$ cat src/rtl/snoop_bus_pkg.sv
// Shared snoop-bus definitions: bus command encodings, arbiter state encoding
// and core identifiers. The arbiter and the cache controllers use the same constants.
package snoop_bus_pkg;

    typedef logic [1:0] bus_cmd_t;

    localparam bus_cmd_t CMD_IDLE   = 2'b00;
    localparam bus_cmd_t CMD_BUSRD  = 2'b01;
    localparam bus_cmd_t CMD_BUSRDX = 2'b10;
    localparam bus_cmd_t CMD_FLUSH  = 2'b11;

    typedef enum logic [1:0] {
        ARB_IDLE = 2'b00,
        ARB_OWN  = 2'b01,
        ARB_TURN = 2'b10
    } arb_state_e;

    localparam logic CORE_0 = 1'b0;
    localparam logic CORE_1 = 1'b1;

    function automatic logic otherCore(input logic core);
        return ~core;
    endfunction

endpackage

$ cat src/rtl/rr_pick2.sv
// Combinational two-way round-robin selector: on a tie the requester that
// did not win last time is chosen.
module rr_pick2
    import snoop_bus_pkg::*;
(
    input  logic [1:0] req,
    input  logic       last,
    output logic       valid,
    output logic       winner
);

    always_comb begin
        valid  = |req;
        winner = CORE_0;
        case (req)
            2'b01:   winner = CORE_0;
            2'b10:   winner = CORE_1;
            default: winner = otherCore(last);
        endcase
    end

endmodule

$ cat src/rtl/snoop_bus_arbiter.sv
// Snoop-bus owner for the two cache controllers: round-robin grant, one idle
// turnaround cycle between owners, and a hold-time watchdog. All outputs are registered.
module snoop_bus_arbiter
    import snoop_bus_pkg::*;
#(
    parameter int ADDR_BITS = 11,
    parameter int DATA_BITS = 16,
    parameter int MAX_HOLD  = 8
) (
    input  logic                 clk,
    input  logic                 rst,
    input  logic                 req_0,
    input  logic [1:0]           cmd_0,
    input  logic [ADDR_BITS-1:0] addr_0,
    input  logic [DATA_BITS-1:0] data_0,
    input  logic                 done_0,
    input  logic                 req_1,
    input  logic [1:0]           cmd_1,
    input  logic [ADDR_BITS-1:0] addr_1,
    input  logic [DATA_BITS-1:0] data_1,
    input  logic                 done_1,
    output logic                 gnt_0,
    output logic                 gnt_1,
    output logic [1:0]           bus_cmd,
    output logic [ADDR_BITS-1:0] bus_addr,
    output logic [DATA_BITS-1:0] bus_data,
    output logic                 busy,
    output logic                 timeout
);

    localparam int                  CNT_BITS  = $clog2(MAX_HOLD + 1);
    localparam logic [CNT_BITS-1:0] HOLD_LAST = CNT_BITS'(MAX_HOLD - 1);

    arb_state_e           state_q, state_d;
    logic                 lastOwner_q, lastOwner_d;
    logic [CNT_BITS-1:0]  holdCnt_q, holdCnt_d;
    logic                 gnt0_q, gnt0_d;
    logic                 gnt1_q, gnt1_d;
    logic                 busy_q, busy_d;
    logic                 timeout_q, timeout_d;
    bus_cmd_t             busCmd_q, busCmd_d;
    logic [ADDR_BITS-1:0] busAddr_q, busAddr_d;
    logic [DATA_BITS-1:0] busData_q, busData_d;

    logic                 pickValid;
    logic                 pickWinner;
    logic                 ownerReq;
    logic                 ownerDone;
    bus_cmd_t             ownerCmd;
    logic [ADDR_BITS-1:0] ownerAddr;
    logic [DATA_BITS-1:0] ownerData;
    logic                 watchdogHit;
    logic                 releaseNow;
    logic                 forcedRelease;

    rr_pick2 u_pick (
        .req    ({req_1, req_0}),
        .last   (lastOwner_q),
        .valid  (pickValid),
        .winner (pickWinner)
    );

    // While a core owns the bus lastOwner_q names it, so the owner's signals
    // are selected from it; the other core's inputs never reach the logic.
    always_comb begin
        ownerReq  = (lastOwner_q == CORE_1) ? req_1  : req_0;
        ownerDone = (lastOwner_q == CORE_1) ? done_1 : done_0;
        ownerCmd  = (lastOwner_q == CORE_1) ? cmd_1  : cmd_0;
        ownerAddr = (lastOwner_q == CORE_1) ? addr_1 : addr_0;
        ownerData = (lastOwner_q == CORE_1) ? data_1 : data_0;
    end

    assign watchdogHit = (holdCnt_q == HOLD_LAST);

    always_ff @(posedge clk or negedge rst) begin
        if (!rst) begin
            state_q     <= ARB_IDLE;
            lastOwner_q <= CORE_1;
            holdCnt_q   <= '0;
            gnt0_q      <= 1'b0;
            gnt1_q      <= 1'b0;
            busy_q      <= 1'b0;
            timeout_q   <= 1'b0;
            busCmd_q    <= CMD_IDLE;
            busAddr_q   <= '0;
            busData_q   <= '0;
        end else begin
            state_q     <= state_d;
            lastOwner_q <= lastOwner_d;
            holdCnt_q   <= holdCnt_d;
            gnt0_q      <= gnt0_d;
            gnt1_q      <= gnt1_d;
            busy_q      <= busy_d;
            timeout_q   <= timeout_d;
            busCmd_q    <= busCmd_d;
            busAddr_q   <= busAddr_d;
            busData_q   <= busData_d;
        end
    end

    // TURN arbitrates exactly like IDLE, so a waiting core is granted right
    // after the single turnaround cycle.
    always_comb begin
        state_d       = state_q;
        lastOwner_d   = lastOwner_q;
        holdCnt_d     = holdCnt_q;
        releaseNow    = 1'b0;
        forcedRelease = 1'b0;
        case (state_q)
            ARB_IDLE, ARB_TURN: begin
                if (pickValid) begin
                    state_d     = ARB_OWN;
                    lastOwner_d = pickWinner;
                    holdCnt_d   = '0;
                end else begin
                    state_d = ARB_IDLE;
                end
            end
            ARB_OWN: begin
                if (ownerDone || !ownerReq || watchdogHit) begin
                    state_d       = ARB_TURN;
                    releaseNow    = 1'b1;
                    forcedRelease = watchdogHit && !ownerDone;
                end else begin
                    holdCnt_d = holdCnt_q + 1'b1;
                end
            end
            default: state_d = ARB_IDLE;
        endcase
    end

    always_comb begin
        gnt0_d    = (state_d == ARB_OWN) && (lastOwner_d == CORE_0);
        gnt1_d    = (state_d == ARB_OWN) && (lastOwner_d == CORE_1);
        busy_d    = (state_d == ARB_OWN);
        timeout_d = forcedRelease;
        busCmd_d  = CMD_IDLE;
        busAddr_d = busAddr_q;
        busData_d = busData_q;
        if ((state_q == ARB_OWN) && !releaseNow) begin
            busCmd_d  = ownerCmd;
            busAddr_d = ownerAddr;
            busData_d = ownerData;
        end
    end

    assign gnt_0    = gnt0_q;
    assign gnt_1    = gnt1_q;
    assign busy     = busy_q;
    assign timeout  = timeout_q;
    assign bus_cmd  = busCmd_q;
    assign bus_addr = busAddr_q;
    assign bus_data = busData_q;

endmodule

$ cat config.mk
export PLATFORM = sky130hd
export DESIGN_NAME = snoop_bus_arbiter
export DESIGN_NICKNAME = d
export VERILOG_FILES = /design/src/rtl/snoop_bus_pkg.sv /design/src/rtl/rr_pick2.sv /design/src/rtl/snoop_bus_arbiter.sv
export SDC_FILE = /design/constraint.sdc
export NUM_CORES = 1
export LEC_CHECK = 0
export CAP_MARGIN = 30
export CORE_ASPECT_RATIO = 0.6
export CORE_MARGIN = 2
export CORE_UTILIZATION = 30
export DETAILED_ROUTE_END_ITERATION = 12
export HOLD_SLACK_MARGIN = 0.05
export PLACE_DENSITY_LB_ADDON = 0.2
export SETUP_SLACK_MARGIN = 0.02
export SYNTH_ARGS = -nofsm -noshare
export SYNTH_HDL_FRONTEND = slang
export SYNTH_SLANG_ARGS = --single-unit
$ cat constraint.sdc
create_clock -name clk -period 4.39 [get_ports clk]
set_input_delay 0.439 -clock clk [delete_from_list [all_inputs] [get_ports clk]]
set_output_delay 0.439 -clock clk [all_outputs]
set_load 0.005 [all_outputs]
==> flow_metrics.tcl <==
set metrics [dict create \
    finalWirelength_mm 4.47 \
    route.vias.total 1536 \
    cp_data_arrival_time_ps 2290 \
    post-cts-setup-buffer-count 0 \
    r2r-start "lastOwner_q$_DFF_PN1_" \
    synth_cell_type_count 27 \
    power.static_leakage_nw 1.33 \
    buffer_ports.inserted 96 \
    power_switching_w 0.000494 \
    avgSynthCellArea_um2 10.5 \
    pre_antenna_drt_iters 4 \
    antenna_found_initial 0 \
    synthCells 171 \
    die-width_um 104 \
    cts_tree "done" \
    synth_compound_area_share_pct 11.3 \
    ctsRootBufferMaster "sky130_fd_sc_hd__clkbuf_8" \
    cts.htree.levels 2 \
    final_period_minus_worst_setup_slack_ps 2080 \
    power-per-cell-area_nw_per_um2 549 \
    cts.path.max_buffers 2 \
    skew_ps 6.75 \
    initial_cell_density_of_the_core_pct 31.7 \
    synth.mux.area_fraction_pct 16.1 \
    power.total_w 0.00162 \
    timing.final.max_slew_violations 0 \
    viasPerCell 4.44 \
    final.fill_count 541 \
    timing_hold_violations_final 0 \
    number_of_cts_inserted_buffers 5 \
    grt_setup_unrepaired "false" \
    number_of_global_route_vias_before_repair 1508 \
    internal_power_consumption_w 0.00113 \
    grt_overflow 0 \
    netlist_area_um2 1800 \
    final-setup-viol-count 0 \
    yosys.area_share.simple_pct 12.5 \
    adder_and_majority_gate_portion_of_the_synthesized_area_pct 0.696 \
    length_in_cells_of_the_worst_reg_to_reg_path 5 \
    fmax_mhz 480 \
    synth_xor_area_share_pct 0 \
    cts.reportedPaths.clkPinSlew_ps 70 \
    critical-path-max-stage-delay_ps 820 \
    max_cap_violations 0 \
    placed_cells 337 \
    area_delta_synth_final_pct 64.2 \
    die-height_um 64.0 \
    layout-drive-gt1-share_pct 5.26 \
    crit_path_cell_trace "and3b_1 > o211ai_1 > buf_4 > or3_1 > a21oi_1" \
    comb_power_share_pct 41.9 \
    ir_drop_mv 0.195 \
    critPathLaunch "lastOwner_q$_DFF_PN1_" \
    worst_pin_slew_ps 880 \
    antenna_cells 0 \
    post-route-drc-count 0 \
    floorplan.die_area_um2 6650 \
    ioPinCount 97 \
    cts_hold_buf 0 \
    hpwl_after_dpl_mm 3.26 \
    tns_ps 0 \
    routed_wire_length_per_instance_um 12.9 \
    core.rowCount 21 \
    clkLatencyLatePin_ps 290 \
    final_net_count 330 \
    critical_path.endpoint_type "flip-flop" \
    reg2reg_setup_slack_ps 2310 \
    wire_length_of_the_first_global_routing_pass_mm 7.63 \
    antenna_violating_nets_post_route 0 \
    gp_congestion 0.779 \
    globalRouteTotalUtil_pct 14.3 \
    synthesized_flop_and_latch_total 40 \
    cpMaxStageDelayCell "sky130_fd_sc_hd__dfstp_2" \
    layout_worst_path_cycle_share_pct 47.4 \
    combinational_family_with_the_most_area_after_synthesis "multiplexers" \
    reg2reg_to "holdCnt_q[3]$_DFFE_PN0P_" \
    drt_first_iter_violations 21 \
    tritoncts_num_sinks 40 \
    worst_hold_path_type "in2async" \
    critical_path_peak_fanout 65 \
    run_status "finished, final reports clean" \
    seq_power_share_pct 38.1 \
    grt_start_max_net_pins 66 \
    layoutNonFillerInstCount 346 \
    worstSetupStartpointType "flip-flop" \
    synthesis.yosys.warnings 0 \
    core_area_um2 5680 \
    layout_common_cells "95 x sky130_fd_sc_hd__clkdlybuf4s50_1, 39 x sky130_fd_sc_hd__dfrtp_1, 31 x sky130_fd_sc_hd__o21ai_0, 31 x sky130_fd_sc_hd__nand2_1, 29 x sky130_fd_sc_hd__mux2i_1" \
    cp.required_ps 4600 \
    share_clk_of_total_power_pct 20.0 \
    switching_portion_of_total_power_pct 30.5 \
    most_common_cell_after_layout_fill_and_taps_aside "sky130_fd_sc_hd__clkdlybuf4s50_1" \
    synth_sequential_area_ratio_pct 55.7 \
    cts_resized 0 \
    crit_type "reg2reg" \
    synth_nets 236 \
    maxSlewHeadroom_pct 41.3 \
    hold-worst-slack_ps 264 \
]
[worst max-delay path: cells and delay by family (launching register included)]
kind	cells	cell delay [ps]
AND/OR/NAND/NOR	2	640
AO/OA/AOI/OAI	2	240
flip-flops	1	820
buffers and inverters	1	310
[metal layers]
layer / track usage (%) / vias up / share of wire (%)
li1: - / 773 / -
met1: 19.8 / 698 / 49
met2: 20.1 / 60 / 40
met3: 6.43 / 5 / 10
met4: 3.72 / 0 / 0.67
met5: 0 / - / 0
[cells in the mapped netlist, drive strengths merged]
cell     instances  share of area (%)
or2              1               0.35
a31oi            2               0.70
a21oi            4                1.1
a2111oi          1               0.49
o21ai           31                8.6
and2             1               0.35
buf              6                2.0
or3              1               0.35
nand3b           1               0.42
clkbuf           5                1.1
and3b            1               0.49
dfrtp           39                 54
nor2b            2               0.70
nand2b           1               0.35
nand2           31                6.5
nor3             1               0.28
mux2i           29                 16
inv              2               0.42
nand3            3               0.83
o211ai           1               0.42
ha               1               0.70
dfstp            1                1.5
nor3b            2                1.1
nor2             4               0.83
[state kept, by name, summed over array words and instances, names as in the netlist]
name / cells
state_q: 2
bus_data: 16
gnt_1: 1
holdCnt_q: 4
bus_addr: 11
timeout: 1
gnt_0: 1
lastOwner_q: 1
bus_cmd: 2
busy: 1
[power by group through the flow]
stage / Combinational (W) / Sequential [W] / Clock (W)
after global routing: 0.000755 / 0.000644 / 0.000356
after floorplan: 0.000326 / 0.000599 / 0
after global placement: 0.000625 / 0.000662 / 0
after CTS: 0.000635 / 0.000663 / 0.000334
after detailed placement: 0.000633 / 0.000667 / 0
final: 0.000679 / 0.000617 / 0.000325
[cell type report]
class | count | area, um2 | share of cell area [%]
sequential | 40 | 1000 | 34.0
timing repair buffer | 98 | 983 | 33.3
multi-input combinational | 118 | 732 | 24.8
tap | 80 | 100 | 3.39
clock buffer | 7 | 96.3 | 3.26
clock inverter | 1 | 30.0 | 1.02
inverter | 2 | 7.51 | 0.254
[stage by stage]
stage                     setup WS [ps]  util, %  instance area [um2]
after global placement             1940     49.4                 2810
final                              2310     52.0                 2950
after CTS                          1850     51.7                 2930
after floorplan                    2810        -                 1800
after global routing               2170     52.0                 2950
after detailed placement           1900     49.4                 2810
[logic make-up (layout without fill, tap and decap cells)]
group                      count (synthesis)  count (layout)
AOI/OAI and AO/OA                         39              39
adders and majority gates                  1               1
buffers and inverters                     13             108
DFF                                       40              40
muxes                                     29              29
and+or+nand+nor                           49              49
[how the worst max path moves through the flow]
stage	slack (ps)	depth (start not counted)	end
4_1_cts	1850	5	holdCnt_q[3]$_DFFE_PN0P_
2_1_floorplan	2810	6	holdCnt_q[3]$_DFFE_PN0P_
3_5_place_dp	1900	5	holdCnt_q[3]$_DFFE_PN0P_
6_report	2310	5	holdCnt_q[3]$_DFFE_PN0P_
5_1_grt	2170	5	holdCnt_q[3]$_DFFE_PN0P_
3_3_place_gp	1940	5	holdCnt_q[3]$_DFFE_PN0P_
No activity file was read; power rests on OpenSTA's default activity.
